[src/rtl/relm_div_seq.sv]
// Sequential divider that drives an external combinational custom unit through
// DIV / INIT / LOOP / MOD issue cycles. Optional signed mode: RELM_DIV_SIGNED_EN.
module relm_div_seq #(
  parameter int WD  = 32,
  parameter int WOP = 5
) (
  input  logic            clk,
  input  logic            rst,
  input  logic            start_in,
  input  logic [WD-1:0]   n_in,
  input  logic [WD-1:0]   d_in,
  output logic            busy_out,
  output logic            done_out,
  output logic [WD-1:0]   q_out,
  output logic [WD-1:0]   r_out,
  output logic            div0_out,
  output logic [WOP-1:0]  op_out,
  output logic            opb_out,
  output logic [WD-1:0]   x_out,
  output logic [WD-1:0]   a_out,
  output logic [WD-1:0]   xb_out,
  output logic [3*WD-1:0] cb_out,
  input  logic [WD-1:0]   a_in,
  input  logic [3*WD-1:0] cb_in,
  output logic [2:0]      state_dbg
);

  localparam int IW = $clog2(WD);

  // Handshake: start_in is accepted only while busy_out=0 (IDLE); busy_out then
  // stays high through the single done_out cycle, when q/r/div0 are valid.
  typedef enum logic [2:0] {
    S_IDLE = 3'd0,
    S_DIV  = 3'd1,
    S_INIT = 3'd2,
    S_LOOP = 3'd3,
    S_MOD  = 3'd4,
    S_DONE = 3'd5
`ifdef RELM_DIV_SIGNED_EN
    ,
    S_ABS  = 3'd6,
    S_FIX  = 3'd7
`endif
  } state_t;

  state_t          state;
  logic [WD-1:0]   a_q, b_q, c_q, d_q, xb_q, q_q, r_q;
  logic            busy_q, done_q, div0_q, opb_q;
  logic [1:0]      sel_q;
`ifdef RELM_DIV_SIGNED_EN
  logic            n_neg, q_neg;
`endif

  function automatic logic [IW-1:0] msb_pos(input logic [WD-1:0] v);
    msb_pos = '0;
    for (int i = 0; i < WD; i++)
      if (v[i]) msb_pos = IW'(i);
  endfunction

  logic [WD-1:0] b_in, c_in, d_in_cu, onehot_k;
  logic [IW-1:0] k;
  logic          early;

  assign b_in     = cb_in[WD-1:0];
  assign c_in     = cb_in[2*WD-1:WD];
  assign d_in_cu  = cb_in[3*WD-1:2*WD];
  // Both are one-hot MSB markers, so a plain compare tells whether N < 2^pos(D).
  assign early    = b_in > a_in;
  assign k        = msb_pos(a_in) - msb_pos(b_in);
  assign onehot_k = {{(WD-1){1'b0}}, 1'b1} << k;

  assign busy_out  = busy_q;
  assign done_out  = done_q;
  assign q_out     = q_q;
  assign r_out     = r_q;
  assign div0_out  = div0_q;
  assign op_out    = {{(WOP-3){1'b0}}, 3'b101};
  assign opb_out   = opb_q;
  assign x_out     = {{(WD-WOP-2){1'b0}}, sel_q, {WOP{1'b0}}};
  assign a_out     = a_q;
  assign xb_out    = xb_q;
  assign cb_out    = {d_q, c_q, b_q};
  assign state_dbg = state;

  always_ff @(posedge clk) begin
    if (rst) begin
      state  <= S_IDLE;
      a_q    <= '0;
      b_q    <= '0;
      c_q    <= '0;
      d_q    <= '0;
      xb_q   <= '0;
      q_q    <= '0;
      r_q    <= '0;
      busy_q <= 1'b0;
      done_q <= 1'b0;
      div0_q <= 1'b0;
      opb_q  <= 1'b0;
      sel_q  <= 2'b00;
`ifdef RELM_DIV_SIGNED_EN
      n_neg  <= 1'b0;
      q_neg  <= 1'b0;
`endif
    end else begin
      done_q <= 1'b0;
      case (state)
        S_IDLE: begin
          if (start_in) begin
            busy_q <= 1'b1;
            if (d_in == '0) begin
              q_q    <= '1;
              r_q    <= n_in;
              div0_q <= 1'b1;
              done_q <= 1'b1;
              state  <= S_DONE;
            end else begin
              a_q    <= n_in;
              xb_q   <= d_in;
              div0_q <= 1'b0;
`ifdef RELM_DIV_SIGNED_EN
              n_neg  <= n_in[WD-1];
              q_neg  <= n_in[WD-1] ^ d_in[WD-1];
              state  <= S_ABS;
`else
              state  <= S_DIV;
`endif
            end
          end
        end
`ifdef RELM_DIV_SIGNED_EN
        S_ABS: begin
          a_q   <= a_q[WD-1] ? -a_q : a_q;
          xb_q  <= xb_q[WD-1] ? -xb_q : xb_q;
          state <= S_DIV;
        end
`endif
        S_DIV: begin
          d_q <= d_in_cu;
          c_q <= c_in;
          b_q <= b_in;
          if (early) begin
            a_q    <= a_in;
            q_q    <= '0;
            r_q    <= c_in;
`ifdef RELM_DIV_SIGNED_EN
            state  <= S_FIX;
`else
            done_q <= 1'b1;
            state  <= S_DONE;
`endif
          end else begin
            a_q   <= onehot_k;
            opb_q <= 1'b1;
            sel_q <= 2'b10;
            state <= S_INIT;
          end
        end
        S_INIT: begin
          a_q   <= a_in;
          {d_q, c_q, b_q} <= cb_in;
          sel_q <= 2'b01;
          state <= S_LOOP;
        end
        S_LOOP: begin
          a_q <= a_in;
          {d_q, c_q, b_q} <= cb_in;
          // The unit retires two quotient bits per pass; an empty mask means done.
          if (a_in == '0) begin
            sel_q <= 2'b11;
            state <= S_MOD;
          end
        end
        S_MOD: begin
          a_q   <= a_in;
          {d_q, c_q, b_q} <= cb_in;
          q_q   <= b_in;
          r_q   <= a_in;
          opb_q <= 1'b0;
          sel_q <= 2'b00;
`ifdef RELM_DIV_SIGNED_EN
          state <= S_FIX;
`else
          done_q <= 1'b1;
          state  <= S_DONE;
`endif
        end
`ifdef RELM_DIV_SIGNED_EN
        S_FIX: begin
          q_q    <= q_neg ? -q_q : q_q;
          r_q    <= n_neg ? -r_q : r_q;
          done_q <= 1'b1;
          state  <= S_DONE;
        end
`endif
        S_DONE: begin
          busy_q <= 1'b0;
          state  <= S_IDLE;
        end
        default: begin
          busy_q <= 1'b0;
          opb_q  <= 1'b0;
          sel_q  <= 2'b00;
          state  <= S_IDLE;
        end
      endcase
    end
  end

endmodule

[config.mk]
export PLATFORM = sky130hd
export DESIGN_NAME = relm_div_seq
export DESIGN_NICKNAME = d
export VERILOG_FILES = /design/src/rtl/relm_div_seq.sv
export SDC_FILE = /design/constraint.sdc
export NUM_CORES = 1
export LEC_CHECK = 0
export CELL_PAD_IN_SITES_DETAIL_PLACEMENT = 0
export CELL_PAD_IN_SITES_GLOBAL_PLACEMENT = 1
export CORE_MARGIN = 4
export CORE_UTILIZATION = 29
export CTS_CLUSTER_DIAMETER = 60
export CTS_CLUSTER_SIZE = 28
export DETAILED_ROUTE_END_ITERATION = 6
export HOLD_SLACK_MARGIN = 0.06
export PLACE_DENSITY_LB_ADDON = 0.12
export SYNTH_ARGS = -nofsm -noshare
export SYNTH_HDL_FRONTEND = slang
export SYNTH_SLANG_ARGS = --single-unit
[constraint.sdc]
create_clock -name clk -period 4.7 [get_ports clk]
set_input_delay 0.705 -clock clk [delete_from_list [all_inputs] [get_ports clk]]
set_output_delay 0.705 -clock clk [all_outputs]
set_load 0.02 [all_outputs]
# == Word level (Yosys, flattened, before mapping) ==
# Index checks and enable logic that the tools add are counted.
# W data, S select, Z words.
# word_totals
output_inout_bits,268
elab_cells,138
regBits,233
input_bits,195
# classes
mux,90
reduce_logical,17
eq_ne,11
n_shift,1
n_addsub,1
bitwise,4
n_lt_le_gt_ge,1
# ops
op,n
$mux W5,60
$mux W32,9
$pmux W32 S3,3
$logic_not A32 Y1,2
$gt A32 B32 Y1,1
$shl A1 B5 Y32 const A,1
$pmux W3 S5,1
$mux W3,4
$ne A2 B2 Y1 const B,6
$reduce_and A3 Y1,3
$pmux W2 S4,1
$reduce_and A2 Y1,4
$reduce_or A4 Y1,2
$mux W1,7
$eq A3 B2 Y1 const B,2
$eq A3 B3 Y1 const B,2
$reduce_bool A3 Y1,2
$sub A5 B5 Y5,1
$mux W2,2
$not A1 Y1,4
$pmux W1 S2,2
$reduce_and A4 Y1,1
$eq A3 B1 Y1 const B,1
$logic_not A3 Y1,1
3 further kinds,3

# == Logic depth before layout (Yosys ltp) ==
# depth
depth_word,35
ltp_mapped,16
ltp_nobuf,16

# == Worst setup path after synthesis ==
# OpenSTA, ideal clock, no wires.
# synth_path
kind,input -> register
from,input a_in[4]
to,register a_q[9] (netlist: a_out[9])
setup_ns,0.122
slack_ns,1.233
stages,14
t_required_ns,4.578
arrival_time_ns,3.345
path_buffers,0
cell_sequence,inv_1 -> o211ai_1 -> a311oi_1 -> o311ai_0 -> a211oi_1 -> o311ai_0 -> a31o_2 -> fa_1 -> xnor2_1 -> a21oi_1 -> mux2_2 -> nand2_1 -> nor4_1 -> a221o_1
# synth_between
elab_chain_len,32
elab_cells_between_ends,33
classes_between,add/sub (1); order compare (1); shift (1); mux (30)
# synth_lines
element,line,text
"start, declared",23,"input logic [WD-1:0] a_in,"
$mux W5 (28 in a row),57,if (v[i]) msb_pos = IW'(i);
$sub A5 B5 Y5,69,assign k = msb_pos(a_in) - msb_pos(b_in);
$shl A1 B5 Y32,70,"assign onehot_k = {{(WD-1){1'b0}}, 1'b1} << k;"
$mux W32 *,141,if (early) begin
$pmux W32 S3 *,106,case (state)
"end signal, assigned",117,a_q <= n_in;
"end signal, assigned",142,a_q <= a_in;
"end signal, assigned",152,a_q <= onehot_k;
"end, declared",47,"logic [WD-1:0] a_q, b_q, c_q, d_q, xb_q, q_q, r_q;"
# Every way passes the cells marked *; elsewhere a longest branch is shown, timed or not.
# A chain may end at the register's enable or synchronous reset.

# == Final worst setup path ==
# layout_path
from,input a_in[4]
to,register a_q[15] (netlist: a_out[15])
# Same word-level chain as after synthesis.

==> qor.yml <==
maxCapViolCount: 0
drive_gt1_frac: 0.0746
final_cell_mix: "426 x clkdlybuf4s50_1, 337 x nand2_1, 233 x dfxtp_1"
power_density_nw_per_um2: 462
cts_tree: "done"
holdBufCountCts: 0
routed_via_density: 5.09
status: "complete, no violations"
final-setup-viol-count: 0
finalMaxSlewViolations: 0
ys_seq_elements: 233
clk_latency_ps: 580
finalSetupTns_ps: 0
cts-root-buf: "clkbuf_16"
hold_depth: 2
grt_pass1_wl_um: 78900
ys_seq_area_frac: 0.405
syn_to_final_growth_pct: 50.9
cp-startpoint: "a_in[4]"
synth_warnings: 0
post_cts_buffers: 0
drt-total-wl_um: 52900
rrSetupSlack_ps: 1760
worstPathMaxFanout: 4
htree_levels: 1
cts_buffers: 28
die_h_um: 207
hold_class: "reg -> reg"
max_freq_mhz: 248
synth_cells: 1480
reg2regPathDepth: 6
finalCritPeriodShare: 0.858
die_area_um2: 43000
hold_viol_final: 0
initial_core_util: 0.296
max_slew_margin: 0.148
first_iter_violations: 716
layout_commonest_cell: "clkdlybuf4s50_1"
finalPower_w: 0.00802
synth.distinct_cells: 61
rr_startpoint: "state_dbg[1]"
clkPwrFrac: 0.280
ant_nets: 0
rsz0062_at_grt: "false"
start_kind: "input port"
antenna_found_initial: 2
holdPathEnd: "c_q[24]"
dr.pass1.iters: 5
synthFlopType: "dfxtp_1"
seqCellArea_um2: 4660
cp-end-kind: "register"
overflow: 0
ys_top_cells_by_area: "dfxtp_1 41%, nand2_1 11%, a21oi_1 7.9%"
grt_max_degree: 97
design.core.area_um2: 38900
drc: 0
p_comb_frac: 0.398
cts_resized: 0
sw_frac_of_total: 0.401
grtUsageTotal: 0.231
nets: 2127
place_congestion: 0.890
clk_pin_slew_worst_paths_ps: 70
synth_enable_flop_cells: 0
vias: 12401
synth_top_area_share: 0.405
io_buffers: 427
synth_largest_area_cell: "dfxtp_1"
die_width_um: 207
p_int_w: 0.00480
syn_area_um2: 11500
critical_path_class: "in -> reg"
dp_hpwl_um: 40400
seqPwrFrac: 0.322
utilization: 0.446
cp.required_ps: 5220
cts_buffer_depth: 3
routedWlPerCell_um: 21.7
period_needed_ps: 4030
num-fill-cells: 3955
row_count: 72
min-delay-start: "c_q[24]"
p_leak_nw: 6.46
io_pins: 463
synthArstFlopShare: 0
vdd_drop_max_mv: 0.428
grt_pass1_vias: 12021
r2r_end: "a_out[1]"
tightest_slew_ps: 1280
clock-skew-final_ps: 16.6
multi_input_area_um2: 6090
critPathArrivalTime_ps: 4550
syn_avg_cell_area_um2: 7.78
p_sw_w: 0.00322
clock_sinks: 233
## through the flow
step | setup WS, ps | hold WS, ps | instances | area, µm²
finish | 670 | 455 | 2436 | 17400
CTS | 723 | 456 | 2435 | 17400
floorplan | 1230 | 531 | 1513 | 11600
global route | 358 | 467 | 2436 | 17400
detailed placement | 124 | 445 | 2383 | 16400
global placement | 213 | 441 | 2383 | 16400
## sequential cells by signal, indices dropped and copies added (netlist names)
name       flops
q_out         32
a_out         32
busy_out       1
done_out       1
r_out         32
div0_out       1
opb_out        1
d_q           32
state_dbg      3
c_q           32
sel_q          2
xb_out        32
b_q           32
## critical path, stage by stage
cell and delay, ps:
clkdlybuf4s50_1 500, inv_1 70, o211ai_1 90, a311oi_1 190, o311ai_0 450, a211oi_1 130, o311ai_0 530, a31oi_1 190
ha_1 320, nor2b_1 120, o21ai_0 140, nand2b_1 120, xnor2_1 170, nor3b_1 380, nor4b_1 310, a221o_1 150
## cell usage after synthesis (28+ instances only)
cell	number
clkbuf_1	79
o21ai_0	64
a211oi_1	40
nor2_1	85
nor4_1	28
nand2_1	339
dfxtp_1	233
buf_4	35
o2bb2ai_1	32
a221oi_1	34
inv_1	76
a21oi_1	181
ha_1	36
## cell families after synthesis
| family | synth area share |
|---|---|
| and+or+nand+nor | 0.213 |
| adders and majority gates | 0.0409 |
| AOI/OAI and AO/OA | 0.239 |
| buffers and inverters | 0.0814 |
| other | 0.000652 |
| muxes | 0.0158 |
| xor gates and xnor gates | 0.00380 |
| DFF | 0.405 |
## layer usage
layer	track usage	up-vias	share of wire
met3	0.0541	74	0.064
li1	-	6011	-
met4	0.0515	2	0.023
met1	0.302	5881	0.43
met2	0.392	433	0.48
met5	0	-	0.00025
## how the worst max path moves through the flow
stage / endpoint / slack, ps / depth (start not counted)
floorplan: a_out[9] / 1230 / 14
global placement: a_out[14] / 210 / 16
detailed placement: a_out[15] / 120 / 15
CTS: a_out[15] / 720 / 16
global route: a_out[14] / 360 / 16
finish: a_out[15] / 670 / 16
## layout make-up
class / instances / area share
Timing Repair Buffer: 486 / 0.272
Tap cell: 518 / 0.0373
Sequential cell: 233 / 0.269
Clock buffer: 28 / 0.0403
Inverter: 76 / 0.0164
Multi-Input combinational cell: 1070 / 0.350
Antenna cell: 1 / 0.000144
Clock inverter: 24 / 0.0152
## power groups by stage
| stage | combinational (W) | clock, W | sequential (W) |
|---|---|---|---|
| 2_1_floorplan | 0.00128 | 0 | 0.00303 |
| 3_3_place_gp | 0.00320 | 0 | 0.00261 |
| 3_5_place_dp | 0.00321 | 0 | 0.00262 |
| 4_1_cts | 0.00322 | 0.00231 | 0.00258 |
| 5_1_grt | 0.00344 | 0.00240 | 0.00262 |
| 6_report | 0.00319 | 0.00225 | 0.00258 |
Power figures use the tool's default switching activity.
